==> src/rtl/sdram_aref_sched.sv <==
`default_nettype none
// +--------------------------------------------------------------------------+
// | Module   : sdram_aref_sched                                              |
// | Function : SDRAM auto-refresh scheduler with refresh debt accounting.    |
// | Revision : 1.0                                                           |
// +--------------------------------------------------------------------------+
module sdram_aref_sched #(
    parameter int ADDR_BITS    = 12,
    parameter int T_REFI       = 2000,
    parameter int T_RP         = 3,
    parameter int T_RFC        = 9,
    parameter int MAX_DEBT     = 8,
    parameter int URGENT_LEVEL = 6,
    parameter int MAX_BURST    = 4,
    parameter int DEBT_W       = 4
) (
    input  logic                 sdram_clk,
    input  logic                 rst,
    input  logic                 init_done,
    input  logic                 aref_en,
    output logic                 aref_req,
    output logic                 aref_urgent,
    output logic                 aref_busy,
    output logic                 aref_done,
    output logic                 aref_overflow,
    output logic [DEBT_W-1:0]    aref_debt,
    output logic [3:0]           aref_cmd,
    output logic [ADDR_BITS-1:0] sdram_addr
);

    localparam int c_REFI_W  = (T_REFI > 1) ? $clog2(T_REFI) : 1;
    localparam int c_WAIT_MX = (T_RP > T_RFC) ? T_RP : T_RFC;
    localparam int c_WAIT_W  = $clog2(c_WAIT_MX + 1);
    localparam int c_BURST_W = $clog2(MAX_BURST + 1);

    localparam logic [c_REFI_W-1:0]  c_REFI_LAST = c_REFI_W'(T_REFI - 1);
    localparam logic [c_WAIT_W-1:0]  c_RP_WAIT   = c_WAIT_W'((T_RP > 1) ? T_RP - 2 : 0);
    localparam logic [c_WAIT_W-1:0]  c_RFC_WAIT  = c_WAIT_W'((T_RFC > 1) ? T_RFC - 2 : 0);
    localparam logic [DEBT_W-1:0]    c_MAX_DEBT  = DEBT_W'(MAX_DEBT);
    localparam logic [DEBT_W-1:0]    c_URGENT    = DEBT_W'(URGENT_LEVEL);
    localparam logic [c_BURST_W-1:0] c_MAX_BURST = c_BURST_W'(MAX_BURST);

    localparam logic [3:0] c_CMD_NOP  = 4'b0111;
    localparam logic [3:0] c_CMD_PRE  = 4'b0010;
    localparam logic [3:0] c_CMD_AREF = 4'b0001;

    localparam logic [2:0] c_ST_IDLE     = 3'd0;
    localparam logic [2:0] c_ST_PRE      = 3'd1;
    localparam logic [2:0] c_ST_WAIT_RP  = 3'd2;
    localparam logic [2:0] c_ST_AREF     = 3'd3;
    localparam logic [2:0] c_ST_WAIT_RFC = 3'd4;
    localparam logic [2:0] c_ST_DONE     = 3'd5;

    logic [2:0]           state_q,    state_d;
    logic [c_REFI_W-1:0]  refi_cnt_q, refi_cnt_d;
    logic [DEBT_W-1:0]    debt_q,     debt_d;
    logic                 ovf_q,      ovf_d;
    logic [c_WAIT_W-1:0]  wait_q,     wait_d;
    logic [c_BURST_W-1:0] burst_q,    burst_d;

    logic w_tick;
    logic w_aref_issue;
    logic w_req;

    assign w_tick       = init_done && (refi_cnt_q == c_REFI_LAST);
    assign w_aref_issue = (state_q == c_ST_AREF);
    assign w_req        = (state_q == c_ST_IDLE) && (debt_q != '0) && init_done;

    always_ff @(posedge sdram_clk) begin
        if (rst) begin
            state_q    <= c_ST_IDLE;
            refi_cnt_q <= '0;
            debt_q     <= '0;
            ovf_q      <= 1'b0;
            wait_q     <= '0;
            burst_q    <= '0;
        end else begin
            state_q    <= state_d;
            refi_cnt_q <= refi_cnt_d;
            debt_q     <= debt_d;
            ovf_q      <= ovf_d;
            wait_q     <= wait_d;
            burst_q    <= burst_d;
        end
    end

    // Interval counter and debt; a tick landing on an AREF cancels out.
    always_comb begin
        refi_cnt_d = '0;
        if (init_done && !w_tick) begin
            refi_cnt_d = refi_cnt_q + 1'b1;
        end
        debt_d = debt_q;
        ovf_d  = ovf_q;
        if (w_tick && !w_aref_issue) begin
            if (debt_q < c_MAX_DEBT) begin
                debt_d = debt_q + 1'b1;
            end else begin
                ovf_d = 1'b1;
            end
        end else if (w_aref_issue && !w_tick && (debt_q != '0)) begin
            debt_d = debt_q - 1'b1;
        end
    end

    // Burst continuation looks at next-cycle debt so late ticks are counted.
    always_comb begin
        state_d = state_q;
        wait_d  = wait_q;
        burst_d = burst_q;
        case (state_q)
            c_ST_IDLE: begin
                burst_d = '0;
                if (aref_en && w_req) begin
                    state_d = c_ST_PRE;
                end
            end
            c_ST_PRE: begin
                if (T_RP > 1) begin
                    state_d = c_ST_WAIT_RP;
                    wait_d  = c_RP_WAIT;
                end else begin
                    state_d = c_ST_AREF;
                end
            end
            c_ST_WAIT_RP: begin
                if (wait_q == '0) begin
                    state_d = c_ST_AREF;
                end else begin
                    wait_d = wait_q - 1'b1;
                end
            end
            c_ST_AREF: begin
                burst_d = burst_q + 1'b1;
                if (T_RFC > 1) begin
                    state_d = c_ST_WAIT_RFC;
                    wait_d  = c_RFC_WAIT;
                end else if ((debt_d != '0) && (burst_d < c_MAX_BURST)) begin
                    state_d = c_ST_AREF;
                end else begin
                    state_d = c_ST_DONE;
                end
            end
            c_ST_WAIT_RFC: begin
                if (wait_q == '0) begin
                    if ((debt_d != '0) && (burst_q < c_MAX_BURST)) begin
                        state_d = c_ST_AREF;
                    end else begin
                        state_d = c_ST_DONE;
                    end
                end else begin
                    wait_d = wait_q - 1'b1;
                end
            end
            c_ST_DONE: begin
                state_d = c_ST_IDLE;
            end
            default: begin
                state_d = c_ST_IDLE;
            end
        endcase
    end

    always_comb begin
        aref_cmd   = c_CMD_NOP;
        sdram_addr = '0;
        case (state_q)
            c_ST_PRE: begin
                aref_cmd       = c_CMD_PRE;
                sdram_addr[10] = 1'b1;
            end
            c_ST_AREF: begin
                aref_cmd = c_CMD_AREF;
            end
            default: begin
                aref_cmd = c_CMD_NOP;
            end
        endcase
        aref_done     = (state_q == c_ST_DONE);
        aref_busy     = (state_q != c_ST_IDLE);
        aref_req      = w_req;
        aref_urgent   = (debt_q >= c_URGENT);
        aref_overflow = ovf_q;
        aref_debt     = debt_q;
    end

endmodule
`default_nettype wire

==> config.mk <==
export PLATFORM = sky130hd
export DESIGN_NAME = sdram_aref_sched
export DESIGN_NICKNAME = d
export VERILOG_FILES = /design/src/rtl/sdram_aref_sched.sv
export SDC_FILE = /design/constraint.sdc
export NUM_CORES = 1
export LEC_CHECK = 0
export ABC_AREA = 0
export BUFFER_PORTS_ARGS = -buffer_cell sky130_fd_sc_hd__buf_2
export CORE_MARGIN = 2
export CORE_UTILIZATION = 35
export CTS_CLUSTER_SIZE = 28
export DETAILED_ROUTE_END_ITERATION = 16
export GPL_TIMING_DRIVEN = 1
export PLACE_DENSITY_LB_ADDON = 0.15
export REMOVE_ABC_BUFFERS = 1
export SYNTH_ARGS = -nofsm -noshare
export SYNTH_HDL_FRONTEND = slang
export SYNTH_SLANG_ARGS = --single-unit
==> constraint.sdc <==
create_clock -name sdram_clk -period 2.6 [get_ports sdram_clk]
set_input_delay 0.39 -clock sdram_clk [delete_from_list [all_inputs] [get_ports sdram_clk]]
set_output_delay 0.39 -clock sdram_clk [all_outputs]
set_load 0.05 [all_outputs]
== Word level (Yosys, flattened, before mapping) ==
Index checks and enable logic that the tools add are counted.
W data, S select, Z words.

* Bits in registers: 26
* Output and inout bits: 25
* Word-level logic and storage cells: 62

* Add/sub/neg operators: 5
* Magnitude comparators: 3
* Equal/unequal tests: 10
* Mux-type cells: 13
* Bitwise gates (word level): 2
* Reductions and logical operators: 23

{| class="wikitable"
|+ Operator list
! operator !! count
|-
| $mux W4 || 4
|-
| $pmux W3 S5 || 1
|-
| $mux W3 || 4
|-
| $pmux W3 S2 || 2
|-
| $pmux W4 S3 || 1
|-
| $add A11 B1 Y11 const B || 1
|-
| $eq A11 B11 Y1 const B || 1
|-
| $logic_and A1 B1 Y1 || 9
|-
| $reduce_bool A4 Y1 || 2
|-
| $sub A4 B1 Y4 const B || 2
|-
| $eq A3 B2 Y1 const B || 2
|-
| $eq A3 B3 Y1 const B || 2
|-
| $ne A2 B2 Y1 const B || 3
|-
| $reduce_bool A3 Y1 || 2
|-
| $add A4 B1 Y4 const B || 1
|-
| $ge A4 B3 Y1 const B || 1
|-
| $logic_not A4 Y1 || 1
|-
| $lt A4 B4 Y1 const B || 1
|-
| $reduce_and A2 Y1 || 2
|-
| $reduce_or A2 Y1 || 2
|-
| $add A3 B1 Y3 const B || 1
|-
| $eq A3 B1 Y1 const B || 1
|-
| $logic_not A3 Y1 || 1
|-
| $lt A3 B3 Y1 const B || 1
|-
| 6 further kinds || 8
|}

== Longest topological paths before layout ==
Gate-level depths: netlist of the first run.

* Depth in word-level cells: 12
* Depth in mapped cells: 9
* Depth with buffers taken out: 8

== Worst setup path after synthesis of the first run ==
Ideal clock, no wire load.

* Path kind: register to register
* Start: reg refi_cnt_q[4]
* End: reg state_q[2]
* Setup time: 0.088 ns
* Data arrival time: 2.352 ns
* Slack: 0.160 ns
* Stages on the path, launching flop included: 9
* Cell sequence: dfxtp_1 > or3b_1 > or4_1 > buf_2 > o21ai_2 > a221o_2 > nand2_1 > or4_4 > a311oi_2

* Cells in the longest elaborated chain, start to end: 12

{| class="wikitable"
|+ Ends and longest elaborated chain
! what !! line !! source
|-
| start, declared || 55 || <nowiki>logic [c_REFI_W-1:0] refi_cnt_q, refi_cnt_d;</nowiki>
|-
| start signal, assigned || 79 || <nowiki>refi_cnt_q <= refi_cnt_d;</nowiki>
|-
| $eq A11 B11 Y1 (*) || 65 || <nowiki>assign w_tick = init_done && (refi_cnt_q == c_REFI_LAST);</nowiki>
|-
| $logic_and A1 B1 Y1 (*) || 65 ||
|-
| $logic_not A1 Y1 || 101 || <nowiki>end else if (w_aref_issue && !w_tick && (debt_q != '0)) begin</nowiki>
|-
| $logic_and A1 B1 Y1 (2 in series) || 101 ||
|-
| $mux W4 || 101 ||
|-
| $mux W4 (*) || 95 || <nowiki>if (w_tick && !w_aref_issue) begin</nowiki>
|-
| $reduce_bool A4 Y1 (*) || 146 || <nowiki>if ((debt_d != '0) && (burst_q < c_MAX_BURST)) begin</nowiki>
|-
| $logic_and A1 B1 Y1 (*) || 146 ||
|-
| $mux W3 (*) || 146 ||
|-
| $mux W3 (*) || 145 || <nowiki>if (wait_q == '0) begin</nowiki>
|-
| $pmux W3 S5 (*) || 111 || <nowiki>case (state_q)</nowiki>
|-
| end signal, assigned || 71 || <nowiki>state_q <= c_ST_IDLE;</nowiki>
|-
| end signal, assigned || 78 || <nowiki>state_q <= state_d;</nowiki>
|-
| end, declared || 54 || <nowiki>logic [2:0] state_q, state_d;</nowiki>
|}

Mark *: on every way between the ends. The rest lies on a longest branch, timed or not. The select of a mux whose other input is x is not followed.
A chain may end at the register's enable or synchronous reset.

== Worst setup path in the final report of the first run ==
* Start: reg refi_cnt_q[5]
* End: reg state_q[2]

Same word-level chain as after synthesis.

==> key figures, run 1 <==
Status
  – Status: complete, no violations

Placed design
  – HPWL Detailed: roughly 2500 µm
  – Setup WS pre-CTS: between 0.15 and 0.2 ns
  – GPL Wtd Cong: 0.8479
  – I/O Buffers: 16

Detailed routing
  – Routed via count: approximately 1400
  – Routed Antenna Nets: 0
  – Iter 0 DRT Violations: 86
  – DRC: 0
  – Drt wl/cell: about 12 µm
  – Via density: 5.121
  – TritonRoute pass-1 iters: 4
  – DRT Wirelength: around 3300 µm

Clock network
  – CTS clk-pin slew, worst paths: about 0.09 ns
  – CTS Hold Bufs: 0
  – CTS H-tree depth: 1
  – CTS tree: yes
  – Post_cts resized: 0
  – Worst-Skew Late Latency: around 0.27 ns
  – Clk root buf: clkbuf_8
  – CTS buffer count: 3
  – # Post-CTS Setup Buffers: 0
  – Worst-case clock buffer depth: 2
  – CTS Sinks: 26

Setup path
  – Flop2flop setup slack: 0.14 ns
  – Worst r2r path cells: 7
  – Worst path arrival time: about 2.7 ns
  – Required @ worst endpoint: about 2.8 ns
  – CP Capture Type: flip-flop
  – CP startpoint kind: flip-flop
  – R2R Path End: state_q[2]
  – Worst r2r src: refi_cnt_q[5]
  – Crit path max fanout: 6
  – Critical path class: reg -> reg

STA
  – Finish-stage setup viols: 0
  – RSZ-0062 raised after global routing: no
  – Post-layout minimum cycle time: roughly 2.5 ns
  – Max-slew violations: 0
  – Sum Neg Setup Slack: 0 ns
  – Clk_skew: 0.008399 ns
  – Final Hold Vio Count: 0
  – Period utilization: 94.59%
  – Hold WS: between 0.4 and 0.5 ns
  – Final Worst Setup Slack: between 0.1 and 0.15 ns
  – Max Freq: roughly 400 MHz

Worst hold path
  – Hold Crit Depth: 2
  – Hold path start: rst
  – Hold Path End: state_q[2]
  – Min-Delay Path Class: in -> reg

Synthesis
  – Share of flip-flops with an asynchronous set or reset: 0%
  – Simple-Gate Fraction of Synth Area: 26.64%
  – Prevailing post-synth register cell: dfxtp_1
  – Post-synthesis sequential area ratio: about 33%
  – Mapped Cells: between 200 and 250
  – Compound-cell area share of the yosys netlist: between 10% and 20%
  – Largest family of logic cells by synthesized area: simple AND/OR/NAND/NOR gates
  – Synth Area in XOR/XNOR: approximately 6.6%
  – Synth Area per Inst: roughly 7.8 µm²
  – Yosys warns: 0
  – Post-synthesis mux area share: ~1.9%
  – EDFF count, synth: 0
  – Synth unique cells: 44
  – Adder-cell share of the synthesized area: 4.743%
  – Number of synthesized register bits: 26
  – Area of the mapped netlist: around 1600 µm²

Global route
  – Vias in the first global route: ~1200
  – Largest net degree at the start of global routing: 17
  – Gr usage total: 14.01%
  – Congestion Overflow GR: 0
  – Initial antenna violation count: 0
  – First-pass GRT wire length: 5809 µm

Die
  – Die ar.: a little over 5000 µm²
  – Initial Utilization: 36.35%
  – Core Area: between 4000 and 5000 µm²
  – Die Y: 71.25 µm
  – I/O Pins: 29
  – Row cnt: 24
  – Die span in x: a little over 70 µm

Power
  – VDD IR-drop max: 0.0002601 V
  – Power density cells: approximately 400 nW/µm²
  – Leak pwr: approximately 0.75 nW
  – Total power: 0.0006802 W

Finish
  – Syn-to-layout area delta: 9.961%
  – Layout cells sized above 1: 15.84%
  – Layout Nets: 233
  – Diodes inserted: 0

Run
  – Max-cap violations: 0
## synth_stat cells (2+ instances only)
cell type  instances  share of area, %
buf_2              2              0.63
nand3_1           13               4.1
xnor2_1            7               3.9
a21oi_1           11               3.5
ha_1               6               4.7
dfxtp_1           26                33
inv_1             11               2.6
or3_1              2              0.79
and3_1             6               2.4
xor2_1             5               2.8
nor4_1             2              0.79
buf_4             12               5.7
a31oi_1            3               1.2
nand2_1           13               3.1
clkbuf_1           6               1.4
nand4_1            2              0.79
nor3_1             8               2.5
o21ai_0           11               3.5
inv_2              2              0.47
mux2i_1            3               1.9
o211ai_1           2              0.95
and2_1             3               1.2
nor2_1            27               6.4
## flip-flops by register name, summed over array words and instances (netlist names)
name and flops:
wait_q 4, aref_debt 4, state_q 3, burst_q 3
aref_overflow 1, refi_cnt_q 11
## how the worst max path moves through the flow
stage | from | end | slack (ns) | cells after the start
6_report | refi_cnt_q[5] | state_q[2] | 0.14 | 7
5_1_grt | refi_cnt_q[5] | state_q[2] | 0.003 | 7
4_1_cts | refi_cnt_q[5] | state_q[2] | 0.14 | 7
3_5_place_dp | refi_cnt_q[5] | state_q[2] | 0.15 | 7
3_3_place_gp | refi_cnt_q[4] | state_q[2] | 0.18 | 7
2_1_floorplan | state_q[1] | state_q[2] | 0.11 | 7
## critical path, cell delays in order, from the launching register on
cell      delay (ns)
dfxtp_1         0.37
or3b_1          0.40
or4_1           0.52
o21ai_2         0.13
a221o_2         0.16
nand2_1         0.05
or4_4           0.53
a311oi_2        0.23
## layout by cell type, fill, tap and decap left out, types with 2 or more instances in the layout
cell and instances:
nor2_1 27, dfxtp_1 26, buf_2 16, nand2_1 13, nand3_1 13, conb_1 12, inv_1 11, o21ai_0 11
a21oi_1 11, nor3_1 8, xnor2_1 7, buf_4 7, and3_1 6, ha_1 6, xor2_1 5, and2_1 3
a31oi_1 3, mux2i_1 3, clkbuf_8 3, or3_1 2, inv_2 2, nand4_1 2, nor4_1 2, o211ai_1 2
## cell families after synthesis
logic type,Yosys count
and+or+nand+nor,84
DFF,26
xor gates and xnor gates,12
adders and majority gates,6
buffers and inverters,33
other,1
muxes,3
AOI/OAI and AO/OA,39
## routing by layer
layer | vias to the layer above | GRT usage (%) | wire length (µm)
li1 | 723 | - | -
met1 | 636 | 18.53 | 1563
met2 | 36 | 23.66 | 1602
met3 | 3 | 3.235 | 153
met4 | 0 | 2.516 | 8
met5 | - | 0 | 0
## report_power, final
| group | switching, W | internal, W | leakage (nW) |
|---|---|---|---|
| combinational | 0.0000475 | 0.00000448 | 0.522 |
| clock | 0.000124 | 0.000104 | 0.0216 |
| sequential | 0.000000889 | 0.000399 | 0.210 |
| total | 0.000173 | 0.000508 | 0.753 |
## layout make-up
type / instances / area, µm²
Multi-Input combinational cell: 156 / 932.1
Clock buffer: 3 / 41.29
Fill cell: 453 / 2614
Tap cell: 52 / 65.06
Timing Repair Buffer: 23 / 132.6
Sequential cell: 26 / 520.5
Inverter: 13 / 48.80
## through the flow
stage / utilization, % / cells / cell area, µm²
after floorplan: - / 195 / 1501
after global placement: 39.02 / 270 / 1699
after detailed placement: 39.02 / 270 / 1699
after CTS: 39.97 / 273 / 1740
after global routing: 39.97 / 273 / 1740
final: 39.97 / 273 / 1740
No activity file was read; power rests on OpenSTA's default activity.
==> run 2: changes to the inputs <==
--- a/config.mk
+++ b/config.mk
@@ -5,7 +5,7 @@
 export SDC_FILE = /design/constraint.sdc
 export NUM_CORES = 1
 export LEC_CHECK = 0
-export ABC_AREA = 0
+export ABC_AREA = 1
 export BUFFER_PORTS_ARGS = -buffer_cell sky130_fd_sc_hd__buf_2
 export CORE_MARGIN = 2
 export CORE_UTILIZATION = 35
==> run 2 against run 1 <==
Against the previous run: die area is 3.7% higher; count of clock-buffer cells in the layout is 1 higher; synthesized area rose by 3.9%; sequential share of layout area decreased by 0.61 points; combinational power grew to 8.7 times the previous value; worst setup slack better by 0.46 ns.
==> key figures, run 2 <==
Status
  – Status: complete, no violations (unchanged)

Detailed routing
  – TritonRoute pass-1 iters: 4 (unchanged)
  – Routed Antenna Nets: 0 (unchanged)
  – DRC: 0 (unchanged)
  – Iter 0 DRT Violations: 107 (was 86)
  – Routed via count: 1407 (was 1398)
  – Via density: 4.674 (was 5.121)
  – DRT Wirelength: 3271 µm (was 3328 µm)
  – Drt wl/cell: 10.87 µm (was 12.19 µm)

Die
  – Die ar.: 5261 µm² (was 5076 µm²)
  – Row cnt: 24 (unchanged)
  – I/O Pins: 29 (unchanged)
  – Die Y: 72.54 µm (was 71.25 µm)
  – Initial Utilization: 36.99% (was 36.35%)
  – Die span in x: 72.54 µm (was 71.25 µm)
  – Core Area: 4444 µm² (was 4354 µm²)

Global route
  – Gr usage total: 13.49% (was 14.01%)
  – Vias in the first global route: 1288 (was 1218)
  – First-pass GRT wire length: 5568 µm (was 5809 µm)
  – Largest net degree at the start of global routing: 15 (was 17)
  – Congestion Overflow GR: 0 (unchanged)
  – Initial antenna violation count: 0 (unchanged)

Placed design
  – I/O Buffers: 16 (unchanged)
  – Cells after DPL: 297 (was 270)
  – GPL Wtd Cong: 0.8025 (was 0.8479)
  – HPWL Detailed: 2516 µm (was 2504 µm)

Setup path
  – Worst path arrival time: 1.61 ns (was 2.65 ns)
  – Crit path max fanout: 5 (was 6)
  – Worst path cell trace: inv_1 -> ha_1 -> nand3_2 -> nand2_1 -> nor2_1 -> buf_2 (was or3b_1 -> or4_1 -> o21ai_2 -> a221o_2 -> nand2_1 -> or4_4 -> a311oi_2)
  – CP Capture Type: primary output (was flip-flop)
  – Flop2flop setup slack: 0.78 ns (was 0.14 ns)
  – Critical path class: reg -> out (was reg -> reg)
  – CP startpoint kind: flip-flop (unchanged)
  – Required @ worst endpoint: 2.21 ns (was 2.80 ns)
  – Crit-path slowest cell: dfxtp_1 (was or4_4)
  – Crit-path max cell delay: 0.42 ns (was 0.53 ns)

Finish
  – Top reg by flops: refi_cnt_q (unchanged)
  – Area occupied by multi-input gates: 908.4 µm² (was 932.1 µm²)
  – Largest register FFs: 11 (unchanged)
  – Commonest non-fill, non-tap cell in the layout: nand2_1 (was nor2_1)
  – Layout cells sized above 1: 18.47% (was 15.84%)
  – Fin cells: 301 (was 273)
  – Syn-to-layout area delta: 8.067% (was 9.961%)
  – FF+latch area: 520.5 µm² (unchanged)
  – Diodes inserted: 0 (unchanged)
  – Most frequent cells in the layout: 38 x nand2_1, 35 x inv_1, 26 x nor2_1, 26 x dfxtp_1, 16 x buf_2 (was 27 x nor2_1, 26 x dfxtp_1, 16 x buf_2, 13 x nand2_1, 13 x nand3_1)
  – Layout Nets: 260 (was 233)
  – Filler cell count: 482 (was 453)

Synthesis
  – Most numerous cell in the Yosys netlist: nand2_1 (was nor2_1)
  – Yosys top cell area share: 31.66% (was 32.89%)
  – Number of synthesized register bits: 26 (unchanged)
  – Mapped Cells: 233 (was 204)
  – Post-synth top area cell: dfxtp_1 (unchanged)
  – Top cells by count, synth: 38 x nand2_1, 35 x inv_1, 26 x dfxtp_1, 26 x nor2_1, 15 x nand3_1 (was 27 x nor2_1, 26 x dfxtp_1, 13 x nand2_1, 13 x nand3_1, 12 x buf_4)
  – Post-synthesis sequential area ratio: 31.66% (was 32.89%)
  – Prevailing post-synth register cell: dfxtp_1 (unchanged)
  – Area of the mapped netlist: 1644 µm² (was 1583 µm²)
  – Yosys warns: 0 (unchanged)
  – EDFF count, synth: 0 (unchanged)
  – Synth Area per Inst: 7.056 µm² (was 7.759 µm²)
  – Synth unique cells: 34 (was 44)
  – Synth top area cells: dfxtp_1 32%, nand2_1 8.7%, inv_1 8.0% (was dfxtp_1 33%, nor2_1 6.4%, buf_4 5.7%)
  – Share of flip-flops with an asynchronous set or reset: 0% (unchanged)

Run
  – Max-cap violations: 0 (unchanged)

Power
  – Power density cells: 676.6 nW/µm² (was 390.8 nW/µm²)
  – Leak pwr: 0.7958 nW (was 0.7528 nW)
  – VDD IR-drop max: 0.0007323 V (was 0.0002601 V)
  – Total power: 0.001202 W (was 0.0006802 W)

Clock network
  – CTS clk-pin slew, worst paths: 0.10 ns (was 0.09 ns)
  – # Post-CTS Setup Buffers: 0 (unchanged)
  – Worst-Skew Late Latency: 0.28 ns (was 0.27 ns)
  – CTS Sinks: 26 (unchanged)
  – Post_cts resized: 0 (unchanged)
  – CTS Hold Bufs: 0 (unchanged)
  – CTS H-tree depth: 1 (unchanged)
  – CTS tree: yes (unchanged)
  – Worst-case clock buffer depth: 2 (unchanged)
  – Clk root buf: clkbuf_8 (unchanged)
  – CTS buffer count: 3 (unchanged)

STA
  – Sum Neg Setup Slack: 0 ns (unchanged)
  – Finish-stage setup viols: 0 (unchanged)
  – Max Freq: 500.0 MHz (was 406.6 MHz)
  – RSZ-0062 raised after global routing: no (unchanged)
  – Post-layout minimum cycle time: 2.000 ns (was 2.459 ns)
  – Clk_skew: 0.01311 ns (was 0.008399 ns)
  – Period utilization: 76.92% (was 94.59%)
  – Max-slew violations: 0 (unchanged)
  – Hold WS: 0.3877 ns (was 0.4448 ns)
  – Final Hold Vio Count: 0 (unchanged)

Worst hold path
  – Min-Delay Path Class: in -> reg (unchanged)
==> run 2: worst paths after layout <==
check	depth (start not counted)	to	start
hold reg to reg	1	burst_q[2]	burst_q[2]
setup / recovery	6	aref_req	aref_debt[1]
hold / removal	2	state_q[1]	rst
setup reg to reg	14	state_q[1]	refi_cnt_q[0]
==> run 2: cell families (layout without fill, tap and decap cells) <==
logic type,count (synthesis),after routing,synth area share (%)
AO/OA/AOI/OAI,35,35,12.41
flip-flops,26,26,31.66
adder cells (fa/ha/maj),6,6,4.566
XOR/XNOR,4,4,2.131
buffers and inverters,53,58,15.60
AND/OR/NAND/NOR,108,108,33.41
other,1,12,0.2281
==> run 2: cell type report <==
class / instances / area share [%]
Sequential cell: 26 / 29.30
Clock buffer: 4 / 3.099
Multi-Input combinational cell: 165 / 51.13
Tap cell: 52 / 3.662
Timing Repair Buffer: 16 / 4.507
Inverter: 38 / 8.310
==> run 2: worst max-delay path: cells and delay by family, from the launching register on <==
kind | cells | cell delay [ns]
fa+ha+maj | 1 | 0.23
buf+inv | 2 | 0.39
flops | 1 | 0.42
simple gates | 3 | 0.29
==> run 2: per-stage QoR <==
| stage | setup WS, ns | instance area, µm² | utilization, % |
|---|---|---|---|
| after global placement | 0.7529 | 1722 | 38.74 |
| final | 0.6001 | 1777 | 39.98 |
| after floorplan | -0.5934 | 1577 | - |
| after detailed placement | 0.7533 | 1722 | 38.74 |
| after CTS | 0.5863 | 1777 | 39.98 |
| after global routing | 0.4501 | 1777 | 39.98 |
==> run 2: power by group <==
group | total [W] | switching (W) | internal (W) | leakage (nW)
Combinational | 0.000454 | 0.000345 | 0.000109 | 0.557
Sequential | 0.000479 | 0.0000348 | 0.000444 | 0.210
Clock | 0.000269 | 0.000133 | 0.000136 | 0.0288
Total | 0.00120 | 0.000514 | 0.000689 | 0.796
==> run 2: routing by layer <==
metal | part of all wire (%) | GRT usage (%) | up-vias
met1 | 49 | 16.26 | 616
met5 | 0 | 0 | -
met4 | 1.4 | 4.321 | 0
met3 | 4.4 | 3.472 | 4
met2 | 45 | 23.33 | 31
li1 | - | - | 756
